## src/rtl/gpu_isa_pkg.sv

```systemverilog
// Shared ISA definitions for the GPU core: opcodes, instruction field
// positions, ALU select codes, the encoder FSM state type and the
// field-to-word packing function used by program_encoder.
package gpu_isa_pkg;

  // Opcodes (shared with the instruction decoder)
  localparam logic [3:0] OP_NOP       = 4'h0;
  localparam logic [3:0] OP_BRNZP     = 4'h1;
  localparam logic [3:0] OP_CMP       = 4'h2;
  localparam logic [3:0] OP_ADD       = 4'h3;
  localparam logic [3:0] OP_SUB       = 4'h4;
  localparam logic [3:0] OP_MUL       = 4'h5;
  localparam logic [3:0] OP_DIV       = 4'h6;
  localparam logic [3:0] OP_LDR       = 4'h7;
  localparam logic [3:0] OP_STR       = 4'h8;
  localparam logic [3:0] OP_CONST     = 4'h9;
  localparam logic [3:0] OP_FIXED_MUL = 4'hA;
  localparam logic [3:0] OP_SLL       = 4'hB;
  localparam logic [3:0] OP_SRL       = 4'hC;
  localparam logic [3:0] OP_SRA       = 4'hD;
  localparam logic [3:0] OP_ILLEGAL   = 4'hE;
  localparam logic [3:0] OP_RET       = 4'hF;

  // Instruction word field positions
  localparam int OPCODE_HI = 15, OPCODE_LO = 12;
  localparam int RD_HI     = 11, RD_LO     = 8;
  localparam int RS_HI     = 7,  RS_LO     = 4;
  localparam int RT_HI     = 3,  RT_LO     = 0;
  localparam int NZP_HI    = 11, NZP_LO    = 9;
  localparam int IMM_HI    = 7,  IMM_LO    = 0;

  // ALU select codes
  typedef enum logic [2:0] {
    ALU_ADD, ALU_SUB, ALU_MUL, ALU_DIV, ALU_FMUL, ALU_SLL, ALU_SRL, ALU_SRA
  } alu_sel_e;

  typedef enum logic [1:0] {ST_IDLE, ST_LOAD, ST_DRAIN, ST_DONE} enc_state_e;

  typedef struct packed {
    logic [3:0] opcode;
    logic [3:0] rd;
    logic [3:0] rs;
    logic [3:0] rt;
    logic [2:0] nzp;
    logic [7:0] imm;
  } instr_fields_t;

  // Pack fields into a 16-bit word; fields an opcode does not use stay 0.
  function automatic logic [15:0] encode(input instr_fields_t f);
    logic [15:0] w;
    w = '0;
    w[OPCODE_HI:OPCODE_LO] = f.opcode;
    case (f.opcode)
      OP_NOP: w = '0;
      OP_BRNZP: begin
        w[NZP_HI:NZP_LO] = f.nzp;
        w[IMM_HI:IMM_LO] = f.imm;
      end
      OP_CMP, OP_STR: begin
        w[RS_HI:RS_LO] = f.rs;
        w[RT_HI:RT_LO] = f.rt;
      end
      OP_ADD, OP_SUB, OP_MUL, OP_DIV, OP_FIXED_MUL, OP_SLL, OP_SRL, OP_SRA: begin
        w[RD_HI:RD_LO] = f.rd;
        w[RS_HI:RS_LO] = f.rs;
        w[RT_HI:RT_LO] = f.rt;
      end
      OP_LDR: begin
        w[RD_HI:RD_LO] = f.rd;
        w[RS_HI:RS_LO] = f.rs;
      end
      OP_CONST: begin
        w[RD_HI:RD_LO]   = f.rd;
        w[IMM_HI:IMM_LO] = f.imm;
      end
      default: ; // RET (and the illegal code) carry the opcode only
    endcase
    return w;
  endfunction

endpackage

```

## src/rtl/program_encoder_if.sv

```systemverilog
// Stream/bus bundle for program_encoder.
//   Instruction stream: in_valid/in_ready/in_last + opcode/rd/rs/rt/nzp/immediate
//   Memory write:       mem_write_valid/address/data, mem_write_ready
// slave  = encoder side (consumes instructions, issues memory writes)
// master = host/memory side
interface program_encoder_if #(
  parameter int ADDR_BITS = 8,
  parameter int DATA_BITS = 16
);
  logic                 in_valid;
  logic                 in_ready;
  logic                 in_last;
  logic [3:0]           in_opcode;
  logic [3:0]           in_rd;
  logic [3:0]           in_rs;
  logic [3:0]           in_rt;
  logic [2:0]           in_nzp;
  logic [7:0]           in_immediate;
  logic                 mem_write_valid;
  logic [ADDR_BITS-1:0] mem_write_address;
  logic [DATA_BITS-1:0] mem_write_data;
  logic                 mem_write_ready;

  modport slave (
    input  in_valid, in_last, in_opcode, in_rd, in_rs, in_rt, in_nzp, in_immediate,
    output in_ready,
    output mem_write_valid, mem_write_address, mem_write_data,
    input  mem_write_ready
  );

  modport master (
    output in_valid, in_last, in_opcode, in_rd, in_rs, in_rt, in_nzp, in_immediate,
    input  in_ready,
    input  mem_write_valid, mem_write_address, mem_write_data,
    output mem_write_ready
  );
endinterface

```

## src/rtl/sync_fifo.sv

```systemverilog
// Synchronous circular FIFO with full/empty flags.
//   wr_en/wr_data : enqueue (ignored when full)
//   rd_en         : dequeue (ignored when empty); rd_data shows the head
// Pointers carry one extra wrap bit to tell full from empty.
module sync_fifo #(
  parameter int WIDTH = 16,
  parameter int DEPTH = 4
) (
  input  logic             clk,
  input  logic             rst_n,
  input  logic             wr_en,
  input  logic [WIDTH-1:0] wr_data,
  input  logic             rd_en,
  output logic [WIDTH-1:0] rd_data,
  output logic             full,
  output logic             empty
);
  localparam int AW = $clog2(DEPTH);

  logic [WIDTH-1:0] mem [DEPTH];
  logic [AW:0]      wp, rp;

  always_ff @(posedge clk or negedge rst_n) begin
    if (!rst_n) begin
      wp <= '0;
      rp <= '0;
    end else begin
      if (wr_en && !full)  wp <= wp + 1'b1;
      if (rd_en && !empty) rp <= rp + 1'b1;
    end
  end

  always_ff @(posedge clk) begin
    if (wr_en && !full) mem[wp[AW-1:0]] <= wr_data;
  end

  assign empty   = (wp == rp);
  assign full    = (wp[AW] != rp[AW]) && (wp[AW-1:0] == rp[AW-1:0]);
  assign rd_data = mem[rp[AW-1:0]];
endmodule

```

## src/rtl/program_encoder.sv

```systemverilog
// Instruction encoder / program loader.
//   clk, reset (async, active low), start, base_address
//   bus (slave): instruction field stream in, memory write handshake out
//   busy, done (1-cycle pulse), word_count, error ([0] illegal op, [1] overflow)
// Fields are packed into ISA words on accept, buffered in a FIFO and written
// to consecutive program memory addresses starting at base_address.
module program_encoder
  import gpu_isa_pkg::*;
#(
  parameter int ADDR_BITS  = 8,
  parameter int DATA_BITS  = 16,
  parameter int FIFO_DEPTH = 4
) (
  input  logic                 clk,
  input  logic                 reset,
  input  logic                 start,
  input  logic [ADDR_BITS-1:0] base_address,
  program_encoder_if.slave     bus,
  output logic                 busy,
  output logic                 done,
  output logic [ADDR_BITS:0]   word_count,
  output logic [1:0]           error
);
  enc_state_e           state, state_nx;
  logic [ADDR_BITS-1:0] wr_ptr;
  logic                 ptr_end;   // a write already went to the all-ones address
  instr_fields_t        fields;
  logic [DATA_BITS-1:0] word, head;
  logic                 accept, illegal, enq, deq, xfer, drop;
  logic                 fifo_full, fifo_empty;

  assign fields  = '{opcode: bus.in_opcode, rd: bus.in_rd, rs: bus.in_rs,
                     rt: bus.in_rt, nzp: bus.in_nzp, imm: bus.in_immediate};
  assign word    = encode(fields);
  assign accept  = bus.in_valid && bus.in_ready;
  assign illegal = (bus.in_opcode == OP_ILLEGAL);
  assign enq     = accept && !illegal;

  // Past the end of memory: words still drain from the FIFO but are discarded.
  assign drop = ptr_end || word_count[ADDR_BITS];
  assign bus.mem_write_valid   = !fifo_empty && !drop;
  assign bus.mem_write_address = wr_ptr;
  assign bus.mem_write_data    = bus.mem_write_valid ? head : '0;
  assign xfer = bus.mem_write_valid && bus.mem_write_ready;
  assign deq  = xfer || (!fifo_empty && drop);

  sync_fifo #(.WIDTH(DATA_BITS), .DEPTH(FIFO_DEPTH)) u_fifo (
    .clk(clk), .rst_n(reset),
    .wr_en(enq), .wr_data(word),
    .rd_en(deq), .rd_data(head),
    .full(fifo_full), .empty(fifo_empty)
  );

  // FSM: state register
  always_ff @(posedge clk or negedge reset) begin
    if (!reset) state <= ST_IDLE;
    else        state <= state_nx;
  end

  // FSM: next state
  always_comb begin
    state_nx = state;
    case (state)
      ST_IDLE:  if (start) state_nx = ST_LOAD;
      ST_LOAD:  if (accept && bus.in_last) state_nx = ST_DRAIN;
      ST_DRAIN: if (fifo_empty) state_nx = ST_DONE;
      ST_DONE:  state_nx = ST_IDLE;
      default:  state_nx = ST_IDLE;
    endcase
  end

  // FSM: outputs
  always_comb begin
    bus.in_ready = 1'b0;
    busy         = 1'b0;
    done         = 1'b0;
    case (state)
      ST_LOAD:  begin bus.in_ready = !fifo_full; busy = 1'b1; end
      ST_DRAIN: busy = 1'b1;
      ST_DONE:  begin busy = 1'b1; done = 1'b1; end
      default:  ;
    endcase
  end

  // Write pointer, count and sticky errors
  always_ff @(posedge clk or negedge reset) begin
    if (!reset) begin
      wr_ptr     <= '0;
      ptr_end    <= 1'b0;
      word_count <= '0;
      error      <= '0;
    end else if (state == ST_IDLE && start) begin
      wr_ptr     <= base_address;
      ptr_end    <= 1'b0;
      word_count <= '0;
      error      <= '0;
    end else begin
      if (xfer) begin
        word_count <= word_count + 1'b1;
        if (&wr_ptr) ptr_end <= 1'b1;   // hold at all-ones, never wrap
        else         wr_ptr  <= wr_ptr + 1'b1;
      end
      if (accept && illegal)     error[0] <= 1'b1;
      if (!fifo_empty && drop)   error[1] <= 1'b1;
    end
  end
endmodule

```

## src/flat_wrapper.sv

```systemverilog
// flat-port wrapper written by rule: the top's interface ports become plain ports
module program_encoder_flat import gpu_isa_pkg::*;
#(
  parameter int ADDR_BITS  = 8,
  parameter int DATA_BITS  = 16,
  parameter int FIFO_DEPTH = 4
)
  (clk, reset, start, base_address, busy, done, word_count, error, bus_in_valid, bus_in_last, bus_in_opcode, bus_in_rd, bus_in_rs, bus_in_rt, bus_in_nzp, bus_in_immediate, bus_in_ready, bus_mem_write_valid, bus_mem_write_address, bus_mem_write_data, bus_mem_write_ready);
  program_encoder_if #(.ADDR_BITS(ADDR_BITS), .DATA_BITS(DATA_BITS)) bus_i ();
  input  logic clk;
  input  logic reset;
  input  logic start;
  input  logic [ADDR_BITS-1:0] base_address;
  output logic busy;
  output logic done;
  output logic [ADDR_BITS:0] word_count;
  output logic [1:0] error;
  input wire logic [$bits(bus_i.in_valid)-1:0] bus_in_valid;
  input wire logic [$bits(bus_i.in_last)-1:0] bus_in_last;
  input wire logic [$bits(bus_i.in_opcode)-1:0] bus_in_opcode;
  input wire logic [$bits(bus_i.in_rd)-1:0] bus_in_rd;
  input wire logic [$bits(bus_i.in_rs)-1:0] bus_in_rs;
  input wire logic [$bits(bus_i.in_rt)-1:0] bus_in_rt;
  input wire logic [$bits(bus_i.in_nzp)-1:0] bus_in_nzp;
  input wire logic [$bits(bus_i.in_immediate)-1:0] bus_in_immediate;
  output wire logic [$bits(bus_i.in_ready)-1:0] bus_in_ready;
  output wire logic [$bits(bus_i.mem_write_valid)-1:0] bus_mem_write_valid;
  output wire logic [$bits(bus_i.mem_write_address)-1:0] bus_mem_write_address;
  output wire logic [$bits(bus_i.mem_write_data)-1:0] bus_mem_write_data;
  input wire logic [$bits(bus_i.mem_write_ready)-1:0] bus_mem_write_ready;
  assign bus_i.in_valid = bus_in_valid;
  assign bus_i.in_last = bus_in_last;
  assign bus_i.in_opcode = bus_in_opcode;
  assign bus_i.in_rd = bus_in_rd;
  assign bus_i.in_rs = bus_in_rs;
  assign bus_i.in_rt = bus_in_rt;
  assign bus_i.in_nzp = bus_in_nzp;
  assign bus_i.in_immediate = bus_in_immediate;
  assign bus_in_ready = bus_i.in_ready;
  assign bus_mem_write_valid = bus_i.mem_write_valid;
  assign bus_mem_write_address = bus_i.mem_write_address;
  assign bus_mem_write_data = bus_i.mem_write_data;
  assign bus_i.mem_write_ready = bus_mem_write_ready;
  program_encoder #(.ADDR_BITS(ADDR_BITS), .DATA_BITS(DATA_BITS), .FIFO_DEPTH(FIFO_DEPTH)) u_core (.clk(clk), .reset(reset), .start(start), .base_address(base_address), .bus(bus_i), .busy(busy), .done(done), .word_count(word_count), .error(error));
endmodule
```

## config.mk

```make
export PLATFORM = sky130hd
export DESIGN_NAME = program_encoder_flat
export DESIGN_NICKNAME = d
export VERILOG_FILES = /design/src/rtl/gpu_isa_pkg.sv /design/src/rtl/program_encoder_if.sv /design/src/rtl/sync_fifo.sv /design/src/rtl/program_encoder.sv /design/src/flat_wrapper.sv
export SDC_FILE = /design/constraint.sdc
export NUM_CORES = 1
export LEC_CHECK = 0
export CAP_MARGIN = 0
export CELL_PAD_IN_SITES_DETAIL_PLACEMENT = 1
export CELL_PAD_IN_SITES_GLOBAL_PLACEMENT = 1
export CORE_MARGIN = 3
export CORE_UTILIZATION = 46
export DETAILED_ROUTE_END_ITERATION = 7
export GPL_TIMING_DRIVEN = 0
export PLACE_DENSITY = 0.92
export SLEW_MARGIN = 20
export SYNTH_ARGS = -nofsm -noshare
export SYNTH_HDL_FRONTEND = slang
export SYNTH_SLANG_ARGS = --single-unit
```

## constraint.sdc

```tcl
create_clock -name clk -period 6.8 [get_ports clk]
set_clock_uncertainty 0.15 [all_clocks]
set_input_delay 2.04 -clock clk [delete_from_list [all_inputs] [get_ports clk]]
set_output_delay 2.04 -clock clk [all_outputs]
set_load 0.02 [all_outputs]
```

==> flow_metrics.py <==
metrics = {
    "grt": {
        "antenna_found_initial": 0,
        "grt_max_degree": 29,
        "grt_pass1_vias": 3299,
        "grt_use_total": 0.2172,
        "grt.overflow.total": 0,
        "grt_pass1_wl_um": 17250,
    },
    "sta": {
        "fin_ws_ps": 1460,
        "finalCritPeriodShare": 0.7852,
        "min_period_ps": 5340,
        "setup_viol": 0,
        "grt_setup_unrepaired": "no",
        "tightest_slew_ps": 976.7,
        "finalHoldViolCount": 0,
        "drv_slew": 0,
        "fmax_ghz": 0.1873,
        "slew_headroom": 0.3489,
        "setup_tns_ps": 0,
    },
    "clocking": {
        "cts_num_sinks": 92,
        "cts_tree": "yes",
        "cts_buffers": 9,
        "path_clk_slew_ps": 100,
        "cts_root_buf": "clkbuf_8",
        "clk_latency_ps": 360,
        "cts.htree.levels": 3,
        "postCtsHoldBufs": 0,
        "post-cts-setup-buffers": 0,
        "cts-resized-gates": 0,
        "cts.path.max_buffers": 2,
    },
    "finish": {
        "multi_input_area_um2": 1599,
        "area_growth_pct": 25.59,
        "fin_area_um2": 5421,
        "fill_cells": 890,
        "seqCellArea_um2": 2623,
        "layout.nets": 450,
        "drive_gt1_frac": 0.1169,
        "final_cell_count_no_fill": 510,
        "antenna_cells": 0,
    },
    "placed_design": {
        "dpl.hpwl_um": 7851,
        "place_inst": 494,
        "gp_congestion": 0.8172,
        "placed_cell_area_um2": 5218,
        "port_buffers": 77,
        "place_ws_ps": 1885,
    },
    "logic_synthesis": {
        "seq_area_frac_synth": 0.6075,
        "synth_compound_area_frac": 0.1026,
        "syn_nets": 362,
        "synth-simple-area-share": 0.1104,
        "yosys_warnings": 0,
        "synth.area.mux_share": 0.09101,
        "syn_avg_cell_area_um2": 13.97,
        "synth-edff-count": 64,
        "synth_fa_ha_area_frac": 0.03478,
        "synth_ff_type": "edfxtp_1",
        "synth-xor-area-share": 0.03159,
        "yosysTopAreaCell": "edfxtp_1",
        "async_reset_ff_frac": 0.3043,
        "synth_area_um2": 4317,
        "syn_inst": 309,
        "synth_cell_types": 44,
        "synth_top_family_by_area": "simple AND/OR/NAND/NOR gates",
        "synth_area_leaders": "edfxtp_1 (45%), dfrtp_1 (16%), mux4_2 (8.3%)",
        "synth_seq_cells": 92,
        "yosysTopAreaCellShare": 0.4452,
    },
    "pwr": {
        "p_int_uw": 1430,
        "clkPwrFrac": 0.160,
        "seqPwrFrac": 0.334,
        "p_leak_uw": 0.001966,
        "switching_share": 0.4069,
        "peakVddDrop_uv": 287.0,
        "pwr_density_cell_nw_per_um2": 444.8,
        "p_switching_uw": 981.4,
        "power_uw": 2412,
        "pwr-share-comb": 0.506,
    },
    "worst_setup_path": {
        "crit_path_end_kind": "output port",
        "critPathLaunchType": "register",
        "critPathArrivalTime_ps": 3150,
        "cp_max_fo": 10,
        "crit_type": "reg2out",
        "required_ps": 4610,
    },
    "route": {
        "viasPerCell": 5.924,
        "vias": 3021,
        "wl_per_cell_um": 21.24,
        "first_pass_iters": 4,
        "ant_nets": 0,
        "drt-total-wl_um": 10830,
        "drc": 0,
        "drt-initial-drc-count": 126,
    },
    "floorplan": {
        "start_util": 0.4832,
        "rows": 34,
        "coreArea_um2": 8934,
        "die_area_um2": 10580,
        "ios": 80,
        "fp.dieW_um": 102.9,
        "fp.dieH_um": 102.9,
    },
    "run_status": {
        "outcome": "finished, final reports clean",
    },
    "hold_path": {
        "min_path_type": "reg2reg",
    },
    "job": {
        "cap_viol_max_count": 0,
    },
}
-- state kept, by name, summed over array words and instances (netlist names) --
signal	cells
u_core.ptr_end	1
u_core.state	2
u_core.word_count	9
u_core.error	2
u_core.u_fifo.mem	64
u_core.u_fifo.wp	3
u_core.u_fifo.rp	3
u_core.bus.mem_write_address	8
-- worst max-delay path, cell delays in order (launching register included) --
cell	delay, ps
dfrtp_1	420
buf_4	200
xor2_2	240
o31ai_2	570
inv_1	320
clkbuf_1	280
and2_1	190
clkdlybuf4s50_1	560
-- layer usage --
metal | global-route usage | share of wire | up-vias
li1 | - | - | 1370
met1 | 0.2677 | 0.42 | 1559
met2 | 0.3913 | 0.53 | 79
met3 | 0.04060 | 0.038 | 13
met4 | 0.06076 | 0.013 | 0
met5 | 0 | 0 | -
-- per-stage QoR --
| step | util | hold WS [ps] |
|---|---|---|
| 2_1_floorplan | - | 364.3 |
| 3_3_place_gp | 0.5846 | 355.3 |
| 3_5_place_dp | 0.5840 | 378.5 |
| 4_1_cts | 0.6069 | 400.5 |
| 5_1_grt | 0.6069 | 400.2 |
| 6_report | 0.6069 | 401.3 |
-- Yosys cell counts (all sizes together) (2+ instances only) --
cell / instances
nand2: 14
o21a: 5
o311a: 2
and2: 20
nand4: 3
or2: 4
nor4: 2
and3: 5
a21oi: 8
nor3: 5
a211oi: 2
mux4: 16
xor2: 6
a22o: 11
dfrtp: 28
nor2: 15
inv: 9
edfxtp: 64
nand3: 10
or4: 4
or3: 4
o21ai: 8
xnor2: 7
a31oi: 8
clkbuf: 11
mux2: 2
o31ai: 9
ha: 12
buf: 3
-- layout make-up --
| type | count | area share |
|---|---|---|
| Clock inverter | 7 | 0.01477 |
| Sequential cell | 92 | 0.4837 |
| Inverter | 9 | 0.006231 |
| Tap cell | 108 | 0.02493 |
| Clock buffer | 9 | 0.02285 |
| Multi-Input combinational cell | 194 | 0.2949 |
| Buffer | 14 | 0.01131 |
| Timing Repair Buffer | 77 | 0.1412 |
-- cells by family (layout without fill, tap and decap cells) --
| kind of cell | count (synthesis) | count (layout) |
|---|---|---|
| AO/OA/AOI/OAI | 61 | 61 |
| XOR/XNOR | 13 | 13 |
| adder cells (fa/ha/maj) | 12 | 12 |
| buffers and inverters | 23 | 116 |
| flip-flops | 92 | 92 |
| multiplexers | 19 | 19 |
| AND/OR/NAND/NOR | 89 | 89 |
-- placed cells by master (no fill, tap or decap), types with 5 or more instances in the layout --
| cell | synthesis | final |
|---|---|---|
| and2_1 | 20 | 20 |
| edfxtp_1 | 64 | 64 |
| a31oi_1 | 8 | 8 |
| and3_1 | 5 | 5 |
| clkbuf_8 | 0 | 9 |
| nor2_1 | 15 | 15 |
| o21ai_0 | 8 | 8 |
| o31ai_1 | 7 | 7 |
| a22o_1 | 11 | 11 |
| xnor2_1 | 7 | 7 |
| nand3_1 | 10 | 10 |
| mux4_2 | 16 | 16 |
| o21a_1 | 5 | 5 |
| inv_1 | 9 | 9 |
| a21oi_1 | 8 | 8 |
| clkbuf_1 | 11 | 11 |
| dfrtp_1 | 28 | 28 |
| ha_1 | 12 | 12 |
| nand2_1 | 14 | 14 |
| nor3_1 | 5 | 5 |
| clkdlybuf4s50_1 | 0 | 76 |
-- power by group through the flow --
stage	clock [µW]	combinational, µW	sequential [µW]
floorplan	0	701	834
global placement	0	1170	805
detailed placement	0	1220	818
CTS	391	1230	805
global route	415	1320	817
finish	385	1220	805
-- worst paths after layout --
path,slack [ps],end,start,depth (start not counted)
worst max-delay path,1460,bus_mem_write_data[9],u_core.u_fifo.rp[1],7
worst min-delay path,400,u_core.error[1],u_core.error[1],1
worst max register to register,4010,u_core.u_fifo.mem[3][1],u_core.u_fifo.rp[1],4
worst min register to register,400,u_core.error[1],u_core.error[1],1
max in group asynchronous,4520,u_core.u_fifo.rp[0],reset,1
min in group asynchronous,1540,u_core.word_count[7],reset,1
Note: power is estimated with default switching activity, not from simulation.
